### config.mk
export PLATFORM = sky130hd
export DESIGN_NAME = uart_tx_arbiter_flat
export DESIGN_NICKNAME = d
export VERILOG_FILES = /design/src/rtl/uart_arb_pkg.sv /design/src/rtl/uart_tx_arbiter_if.sv /design/src/rtl/rr_picker.sv /design/src/rtl/uart_tx_arbiter.sv /design/src/flat_wrapper.sv
export SDC_FILE = /design/constraint.sdc
export NUM_CORES = 1
export LEC_CHECK = 0
export CAP_MARGIN = 20
export CORE_ASPECT_RATIO = 0.5
export CORE_MARGIN = 5
export CORE_UTILIZATION = 42
export DETAILED_ROUTE_END_ITERATION = 8
export PLACE_DENSITY = 0.79
export SLEW_MARGIN = 30
export SYNTH_ARGS = -nofsm -noshare
export SYNTH_HDL_FRONTEND = slang
export SYNTH_HIERARCHICAL = 1
export SYNTH_SLANG_ARGS = --single-unit
export TNS_END_PERCENT = 5
### constraint.sdc
create_clock -name clk -period 2.5 [get_ports clk]
set_input_delay 0.75 -clock clk [delete_from_list [all_inputs] [get_ports clk]]
set_output_delay 0.75 -clock clk [all_outputs]
set_load 0.01 [all_outputs]
### src/rtl/uart_arb_pkg.sv
// Shared types and constants for the UART transmit arbiter.
package uart_arb_pkg;

    localparam int unsigned DATA_W         = 8;
    localparam int unsigned ACK_MAX        = 4;
    localparam int unsigned GAP_CYCLES_DEF = 1000;

    typedef enum logic [2:0] {
        StIdle,
        StLoad,
        StWaitAck,
        StWaitDone,
        StGap
    } arb_state_e;

    // Index of the set bit in a one-hot vector of up to eight requesters.
    function automatic logic [2:0] oh_to_idx(input logic [7:0] oh);
        logic [2:0] idx;
        idx = '0;
        for (int i = 0; i < 8; i++) begin
            if (oh[i]) idx = 3'(i);
        end
        return idx;
    endfunction

endpackage

### src/rtl/uart_tx_arbiter_if.sv
// Requester byte lanes plus the UART TX byte-engine handshake, bundled for the arbiter.
interface uart_tx_arbiter_if #(
    parameter int unsigned N_REQ  = 4,
    parameter int unsigned DATA_W = uart_arb_pkg::DATA_W
);
    logic [N_REQ-1:0]        req_valid;
    logic [N_REQ*DATA_W-1:0] req_data;
    logic [N_REQ-1:0]        req_last;
    logic [N_REQ-1:0]        req_ready;
    logic                    tx_start;
    logic [DATA_W-1:0]       tx_data;
    logic                    tx_busy;

    modport master (
        input  req_valid, req_data, req_last, tx_busy,
        output req_ready, tx_start, tx_data
    );

    modport slave (
        output req_valid, req_data, req_last, tx_busy,
        input  req_ready, tx_start, tx_data
    );
endinterface

### src/rtl/rr_picker.sv
// Combinational round-robin select: first set request at or above ptr, with wrap-around.
module rr_picker #(
    parameter int unsigned N_REQ = 4,
    localparam int unsigned PTR_W = $clog2(N_REQ)
) (
    input  logic [N_REQ-1:0] req,
    input  logic [PTR_W-1:0] ptr,
    output logic [N_REQ-1:0] gnt,
    output logic             any
);
    logic             found;
    logic [PTR_W-1:0] idx;

    always_comb begin
        gnt   = '0;
        found = 1'b0;
        idx   = '0;
        for (int unsigned i = 0; i < N_REQ; i++) begin
            idx = PTR_W'((int'(ptr) + i) % N_REQ);
            if (!found && req[idx]) begin
                gnt[idx] = 1'b1;
                found    = 1'b1;
            end
        end
    end

    assign any = |req;

endmodule

### src/rtl/uart_tx_arbiter.sv
// Round-robin, message-locked sharing of one UART TX byte engine among N_REQ sources.
// Optional inter-message idle gap is compiled in with UART_ARB_GAP_EN.
module uart_tx_arbiter
    import uart_arb_pkg::*;
#(
    parameter int unsigned N_REQ = 4
`ifdef UART_ARB_GAP_EN
    , parameter int unsigned GAP_CYCLES = GAP_CYCLES_DEF
`endif
) (
    input  logic                     clk,
    input  logic                     reset,
    uart_tx_arbiter_if.master        bus,
    output logic [N_REQ-1:0]         grant,
    output logic                     active
);
    localparam int unsigned PTR_W = $clog2(N_REQ);

    arb_state_e        state_q;
    logic [PTR_W-1:0]  rr_ptr_q;
    logic [N_REQ-1:0]  grant_q;
    logic              active_q;
    logic              last_q;
    logic              tx_start_q;
    logic [DATA_W-1:0] tx_data_q;
`ifdef UART_ARB_GAP_EN
    logic [15:0]       gap_cnt_q;
`endif

    logic [N_REQ-1:0]  pick_gnt;
    logic              pick_any;
    logic [DATA_W-1:0] lane_data;
    logic [PTR_W-1:0]  grant_idx;
    logic [PTR_W-1:0]  next_ptr;
    logic              grant_valid;
    logic              grant_last;

    rr_picker #(
        .N_REQ (N_REQ)
    ) u_picker (
        .req (bus.req_valid),
        .ptr (rr_ptr_q),
        .gnt (pick_gnt),
        .any (pick_any)
    );

    always_comb begin
        lane_data = '0;
        for (int i = 0; i < N_REQ; i++) begin
            if (grant_q[i]) lane_data = lane_data | bus.req_data[i*DATA_W +: DATA_W];
        end
    end

    assign grant_valid = |(bus.req_valid & grant_q);
    assign grant_last  = |(bus.req_last & grant_q);
    assign grant_idx   = PTR_W'(oh_to_idx(8'(grant_q)));
    assign next_ptr    = (grant_idx == PTR_W'(N_REQ - 1)) ? '0 : grant_idx + 1'b1;

    always_ff @(posedge clk) begin
        if (reset) begin
            state_q    <= StIdle;
            rr_ptr_q   <= '0;
            grant_q    <= '0;
            active_q   <= 1'b0;
            last_q     <= 1'b0;
            tx_start_q <= 1'b0;
            tx_data_q  <= '0;
`ifdef UART_ARB_GAP_EN
            gap_cnt_q  <= '0;
`endif
        end else begin
            tx_start_q <= 1'b0;
            unique case (state_q)
                StIdle: begin
                    if (pick_any) begin
                        grant_q  <= pick_gnt;
                        active_q <= 1'b1;
                        state_q  <= StLoad;
                    end
                end
                // Only the owner is looked at here: the grant stays locked until its last byte.
                StLoad: begin
                    if (grant_valid) begin
                        tx_data_q  <= lane_data;
                        last_q     <= grant_last;
                        tx_start_q <= 1'b1;
                        state_q    <= StWaitAck;
                    end
                end
                StWaitAck: begin
                    if (bus.tx_busy) state_q <= StWaitDone;
                end
                StWaitDone: begin
                    if (!bus.tx_busy) begin
                        if (last_q) begin
                            rr_ptr_q <= next_ptr;
                            grant_q  <= '0;
                            active_q <= 1'b0;
`ifdef UART_ARB_GAP_EN
                            gap_cnt_q <= '0;
                            state_q   <= StGap;
`else
                            state_q   <= StIdle;
`endif
                        end else begin
                            state_q <= StLoad;
                        end
                    end
                end
`ifdef UART_ARB_GAP_EN
                StGap: begin
                    if (gap_cnt_q == 16'(GAP_CYCLES - 1)) begin
                        state_q <= StIdle;
                    end else begin
                        gap_cnt_q <= gap_cnt_q + 16'd1;
                    end
                end
`endif
                default: state_q <= StIdle;
            endcase
        end
    end

    assign bus.req_ready = (state_q == StLoad) ? grant_q : '0;
    assign bus.tx_start  = tx_start_q;
    assign bus.tx_data   = tx_data_q;
    assign grant         = grant_q;
    assign active        = active_q;

endmodule

### src/flat_wrapper.sv
// flat-port wrapper written by rule: the top's interface ports become plain ports
module uart_tx_arbiter_flat import uart_arb_pkg::*;
#(
    parameter int unsigned N_REQ = 4

)
  (clk, reset, grant, active, bus_req_valid, bus_req_data, bus_req_last, bus_tx_busy, bus_req_ready, bus_tx_start, bus_tx_data);
  uart_tx_arbiter_if #(.N_REQ(N_REQ)) bus_i ();
  input  logic clk;
  input  logic reset;
  output logic [N_REQ-1:0] grant;
  output logic active;
  input wire logic [$bits(bus_i.req_valid)-1:0] bus_req_valid;
  input wire logic [$bits(bus_i.req_data)-1:0] bus_req_data;
  input wire logic [$bits(bus_i.req_last)-1:0] bus_req_last;
  input wire logic [$bits(bus_i.tx_busy)-1:0] bus_tx_busy;
  output wire logic [$bits(bus_i.req_ready)-1:0] bus_req_ready;
  output wire logic [$bits(bus_i.tx_start)-1:0] bus_tx_start;
  output wire logic [$bits(bus_i.tx_data)-1:0] bus_tx_data;
  assign bus_i.req_valid = bus_req_valid;
  assign bus_i.req_data = bus_req_data;
  assign bus_i.req_last = bus_req_last;
  assign bus_i.tx_busy = bus_tx_busy;
  assign bus_req_ready = bus_i.req_ready;
  assign bus_tx_start = bus_i.tx_start;
  assign bus_tx_data = bus_i.tx_data;
  uart_tx_arbiter #(.N_REQ(N_REQ)) u_core (.clk(clk), .reset(reset), .bus(bus_i), .grant(grant), .active(active));
endmodule
* Yosys cells after proc, flatten, opt, wreduce, memory -nomap -nowiden
Cells that the tools add are included.
Widths: inputs -> output; s select.
** Cells by class
- $add $sub $neg :: 4
- $lt $le $gt $ge :: 8
- Equality and inequality tests :: 9
- Mux-type cells :: 47
- Bitwise logic cells :: 10
- Reductions and logical operators :: 20
** Operators by type and width (number)
- $mux 4 :: 8
- $mux 8 :: 4
- $or 8x8->8 :: 3
- $mux 1 :: 17
- $lt 2x3->1 const B :: 4
- $mux 3 :: 4
- $or 4x4->4 :: 3
- $pmux 3 s4 :: 1
- $reduce_or 4->1 :: 3
- $and 4x4->4 :: 2
- $bmux 1 s2 :: 4
- $demux 1 s2 :: 4
- $ge 2x1->1 const B :: 4
- $pmux 4 s2 :: 1
- $reduce_and 4->1 :: 2
- $logic_and 1x1->1 :: 7
- $eq 3x2->1 const B :: 2
- $mux 2 :: 3
- $ne 2x1->1 const B :: 3
- $add 2x1->2 const B :: 2
- $add 2x2->2 const B :: 2
- $ne 2x2->1 const B :: 2
- $eq 3x1->1 const B :: 1
- $logic_not 1->1 :: 3
- other kinds (8) :: 9
** Word-level totals
- Bits in registers :: 20
- Output and inout port bits :: 18
- Word-level logic and storage cells :: 105

* Logic depth before layout (Yosys ltp)
- Word-level depth :: 14
- Gate-level depth with buffers :: 8
- Depth with buffers taken out :: 8

* By module
Netlist, hierarchy kept.
** By module, submodules not included
- uart_tx_arbiter :: instances 1, cells each 111, area each 1068.5 sq um, sequential area each 380.4 sq um
- rr_picker :: instances 1, cells each 37, area each 345.3 sq um, sequential area each 0.0 sq um

* Worst setup path after synthesis
No wires, ideal clock.
- Kind :: input-to-reg
- From :: in bus_req_valid[3]
- To :: reg u_core.grant_q[1], in the netlist u_core/grant[1]
- Setup time :: 0.066 ns
- Arrival :: 2.004 ns
- Data required time :: 2.434 ns
- Setup slack :: 0.430 ns
- Cell stages on the path :: 7
- Buffers on the path :: 1
- Cell sequence :: mux4_2 > buf_6 > nor4b_4 > nand2_1 > o211ai_1 > a22oi_1 > nor2_1
** Between the ends
- Word-level cells in the longest chain between the ends :: 14
** RTL lines
- start: declaration :: RTL line flat_wrapper.sv:13 : input wire logic [$bits(bus_i.req_valid)-1:0] bus_req_valid;
- $bmux 1 s2 :: RTL line rr_picker.sv:20 : if (!found && req[idx]) begin
- $mux 1 (implied by the code) :: RTL line rr_picker.sv:20
- $mux 1 :: RTL line rr_picker.sv:20
- $logic_not 1->1 :: RTL line rr_picker.sv:20
- $logic_and 1x1->1 :: RTL line rr_picker.sv:20
- $mux 1 :: RTL line rr_picker.sv:20
- $logic_not 1->1 :: RTL line rr_picker.sv:20
- $logic_and 1x1->1 :: RTL line rr_picker.sv:20
- $mux 1 :: RTL line rr_picker.sv:20
- $logic_not 1->1 :: RTL line rr_picker.sv:20
- $logic_and 1x1->1 :: RTL line rr_picker.sv:20
- $mux 4 (*) :: RTL line rr_picker.sv:20
- named net u_core.pick_gnt[1] :: RTL line uart_tx_arbiter.sv:30 : logic [N_REQ-1:0] pick_gnt;
- $mux 4 (*) :: RTL line uart_tx_arbiter.sv:75 : if (pick_any) begin
- $pmux 4 s2 (*) :: RTL line uart_tx_arbiter.sv:73 : unique case (state_q)
- end signal: assignment :: RTL line uart_tx_arbiter.sv:76 : grant_q <= pick_gnt;
- end: declaration :: RTL line uart_tx_arbiter.sv:21 : logic [N_REQ-1:0] grant_q;
The timed path passes the listed nets; every way through them passes the cells marked *. The select of a mux whose other input is x is not followed.
A chain may end at the register's enable or synchronous reset.

* Worst setup path in the final report
- From :: in bus_req_valid[3]
- To :: reg u_core.grant_q[0], in the netlist u_core/grant[0]
The elaborated chain is that of the path after synthesis.

==> results.yml <==
finish:
  final_common_cell: "clkdlybuf4s50_1"
  drive_above_1_share: 0.1872
  fillerInstances: 256
  area_growth_syn_to_layout_pct: 55.58
  finalCoreUtilization: 0.7055
  fin_nets: 273
  diodes: 0
  final_cell_mix: "clkdlybuf4s50_1 (60), a22oi_1 (22), dfxtp_1 (19), nor2_1 (18), buf_4 (15)"
clocking:
  cts_tree: "done"
  cts_root_buffer: "clkbuf_8"
  htree_num_levels: 1
  numCtsBuffers: 3
  clkSinkCount: 19
  clock_latency_ns: 0.26
  clkSlewWorstSetupHoldPaths_ns: 0.07
  clk_path_buf_depth: 2
pwr:
  power_density_nw_per_um2: 652.3
  power.leakage_uw: 0.0007927
  peakVddDrop_mv: 0.3255
  finalPower_uw: 1435
route:
  ant_nets: 0
  drc: 0
  num_vias: 1479
  drtIter0Drc: 73
  avgRoutedWirePerCell_um: 16.64
  drtPass1Iterations: 4
  routed_via_density: 5.710
  routed_wl_mm: 4.309
sta:
  hold-worst-slack_ns: 0.5155
  setup_viol: 0
  finClkSkew_ns: 0.002707
  rsz0062_at_grt: "false"
  hold_violations: 0
  min_period_ns: 2.433
  fmax_ghz: 0.4110
  slew_viol_final: 0
  relSlewSlack: 0.6444
  worst_slew_pin_slew_ns: 0.5317
  timing.final.ws_setup_ns: 0.06685
  post-route-period-util: 0.9733
logic_synthesis:
  ys_seq_area_frac: 0.2690
  synth_seq_cells: 19
  synth_edf_count: 0
  synth.area.top_cells: "dfxtp_1 (27%), a22oi_1 (12%), a311oi_2 (9.6%)"
  syn-cell-area_um2: 1414
  synth_cell_types: 34
  yosysTopAreaCell: "dfxtp_1"
  ys_warn_count: 6
  ys_async_sr_fraction: 0
  avgSynthCellArea_um2: 9.553
  syn-instance-count: 148
  synth_flop_cell: "dfxtp_1"
  yosys.area.top_type_share: 0.2690
  syn_nets: 201
global_routing:
  grt_pass1_vias: 1412
  antenna_found_initial: 0
  grt_pass1_wl_mm: 6.810
  grt-ovfl-total: 0
  grt_max_degree: 20
  grt_use_total: 0.1814
place:
  dp_hpwl_mm: 3.412
  gp_congestion: 1.023
  post-place-ws_ns: -0.2342
  numPortBuffers: 60
worst_setup_path:
  worstPathMaxFanout: 7
  crit_start: "bus_req_valid[3]"
  r2r-start: "u_core/rr_ptr_q[0]"
  required_ns: 2.70
  rr_worst_depth: 8
  criticalPathCategory: "primary input to register"
  cp-end-kind: "register"
  r2r_end: "u_core/grant[0]"
  crit_arrival_ns: 2.63
  r2r_slack_ns: 0.28
  critPathLaunchType: "primary input"
floorplanning:
  coreArea_um2: 3118
  initial_core_util: 0.4535
  dieHeight_um: 51.03
  fp.dieW_um: 92.05
  die_area_um2: 4697
  pin_count: 61
  core.rowCount: 14
outcome:
  outcome: "completed"
hold_path:
  hp-start: "u_core/active"
  hp-class: "register to register"
  holdPathEnd: "u_core/active"
  min_path_cells: 2
run:
  cap_viol_max_count: 0
==> what timing repair did <==
action,CTS,global route
resized for setup,0,2
setup endpoints to repair,0,8
hold buffers,0,0
setup buffers,0,1
==> cell usage after synthesis, drive strengths merged, types with 2 or more instances <==
cell,count
a22oi,24
nor2,18
buf,6
mux4,4
a21o,4
a21oi,8
ha,10
and2,4
clkbuf,3
nand2,6
o211ai,4
and3b,2
mux2i,2
a311oi,9
nand2b,3
a211oi,2
inv,9
nor3,2
dfxtp,19
==> metrics by stage <==
step           cell area [um^2]  setup TNS [ns]  cells
2_1_floorplan              1414               0    148
3_3_place_gp               2137         -0.5755    254
3_5_place_dp               2137          -1.043    254
4_1_cts                    2182               0    258
5_1_grt                    2200               0    259
6_report                   2200               0    259
==> metal layers <==
layer,vias up,routed length [um],track usage
met5,-,0,0
met4,0,55,0.05172
met3,6,273,0.04985
met2,53,2119,0.3285
met1,714,1861,0.2149
li1,706,-,-
==> cell families after synthesis <==
| group | after synthesis | synth area share |
|---|---|---|
| AOI/OAI and AO/OA | 53 | 0.3389 |
| muxes | 6 | 0.08318 |
| adders and majority gates | 10 | 0.08850 |
| and+or+nand+nor | 42 | 0.1593 |
| buffers and inverters | 18 | 0.06105 |
| DFF | 19 | 0.2690 |
==> where the power goes <==
| part | switching, uW | internal [uW] | leakage, uW | total [uW] |
|---|---|---|---|---|
| registers | 74.1 | 373 | 0.000155 | 447 |
| logic | 371 | 402 | 0.000615 | 774 |
| clock network | 101 | 113 | 0.0000228 | 215 |
| total | 547 | 888 | 0.000793 | 1430 |
==> sequential cells by signal (all words and copies together), names as in the netlist <==
name,count
u_core/active,1
u_core/bus.tx_data,8
u_core/bus.tx_start,1
u_core/grant,4
u_core/last_q,1
u_core/rr_ptr_q,2
u_core/state_q,2
==> worst max-delay path, stage by stage <==
cell and delay (ns):
clkdlybuf4s50_1 0.48, mux4_2 0.59, nor4b_4 0.38, nand2_1 0.11, o211ai_1 0.10, a22oi_1 0.12
nor2_1 0.09
==> layout make-up <==
type	count	area [um^2]	area share
Multi-Input combinational cell	111	957.2	0.4352
Inverter	9	33.78	0.01536
Clock buffer	4	45.04	0.02048
Sequential cell	19	380.4	0.1729
Tap cell	40	50.05	0.02275
Timing Repair Buffer	76	733.2	0.3333
==> how the worst max path moves through the flow <==
stage | end | slack, ns | cells past startpoint
2_1_floorplan | u_core/grant[1] | 0.43 | 7
3_3_place_gp | u_core/grant[3] | -0.13 | 7
3_5_place_dp | u_core/grant[0] | -0.23 | 7
4_1_cts | u_core/grant[0] | 0.05 | 7
5_1_grt | u_core/grant[0] | 0.002 | 7
6_report | u_core/grant[0] | 0.07 | 7
Note: power is estimated with default switching activity, not from simulation.
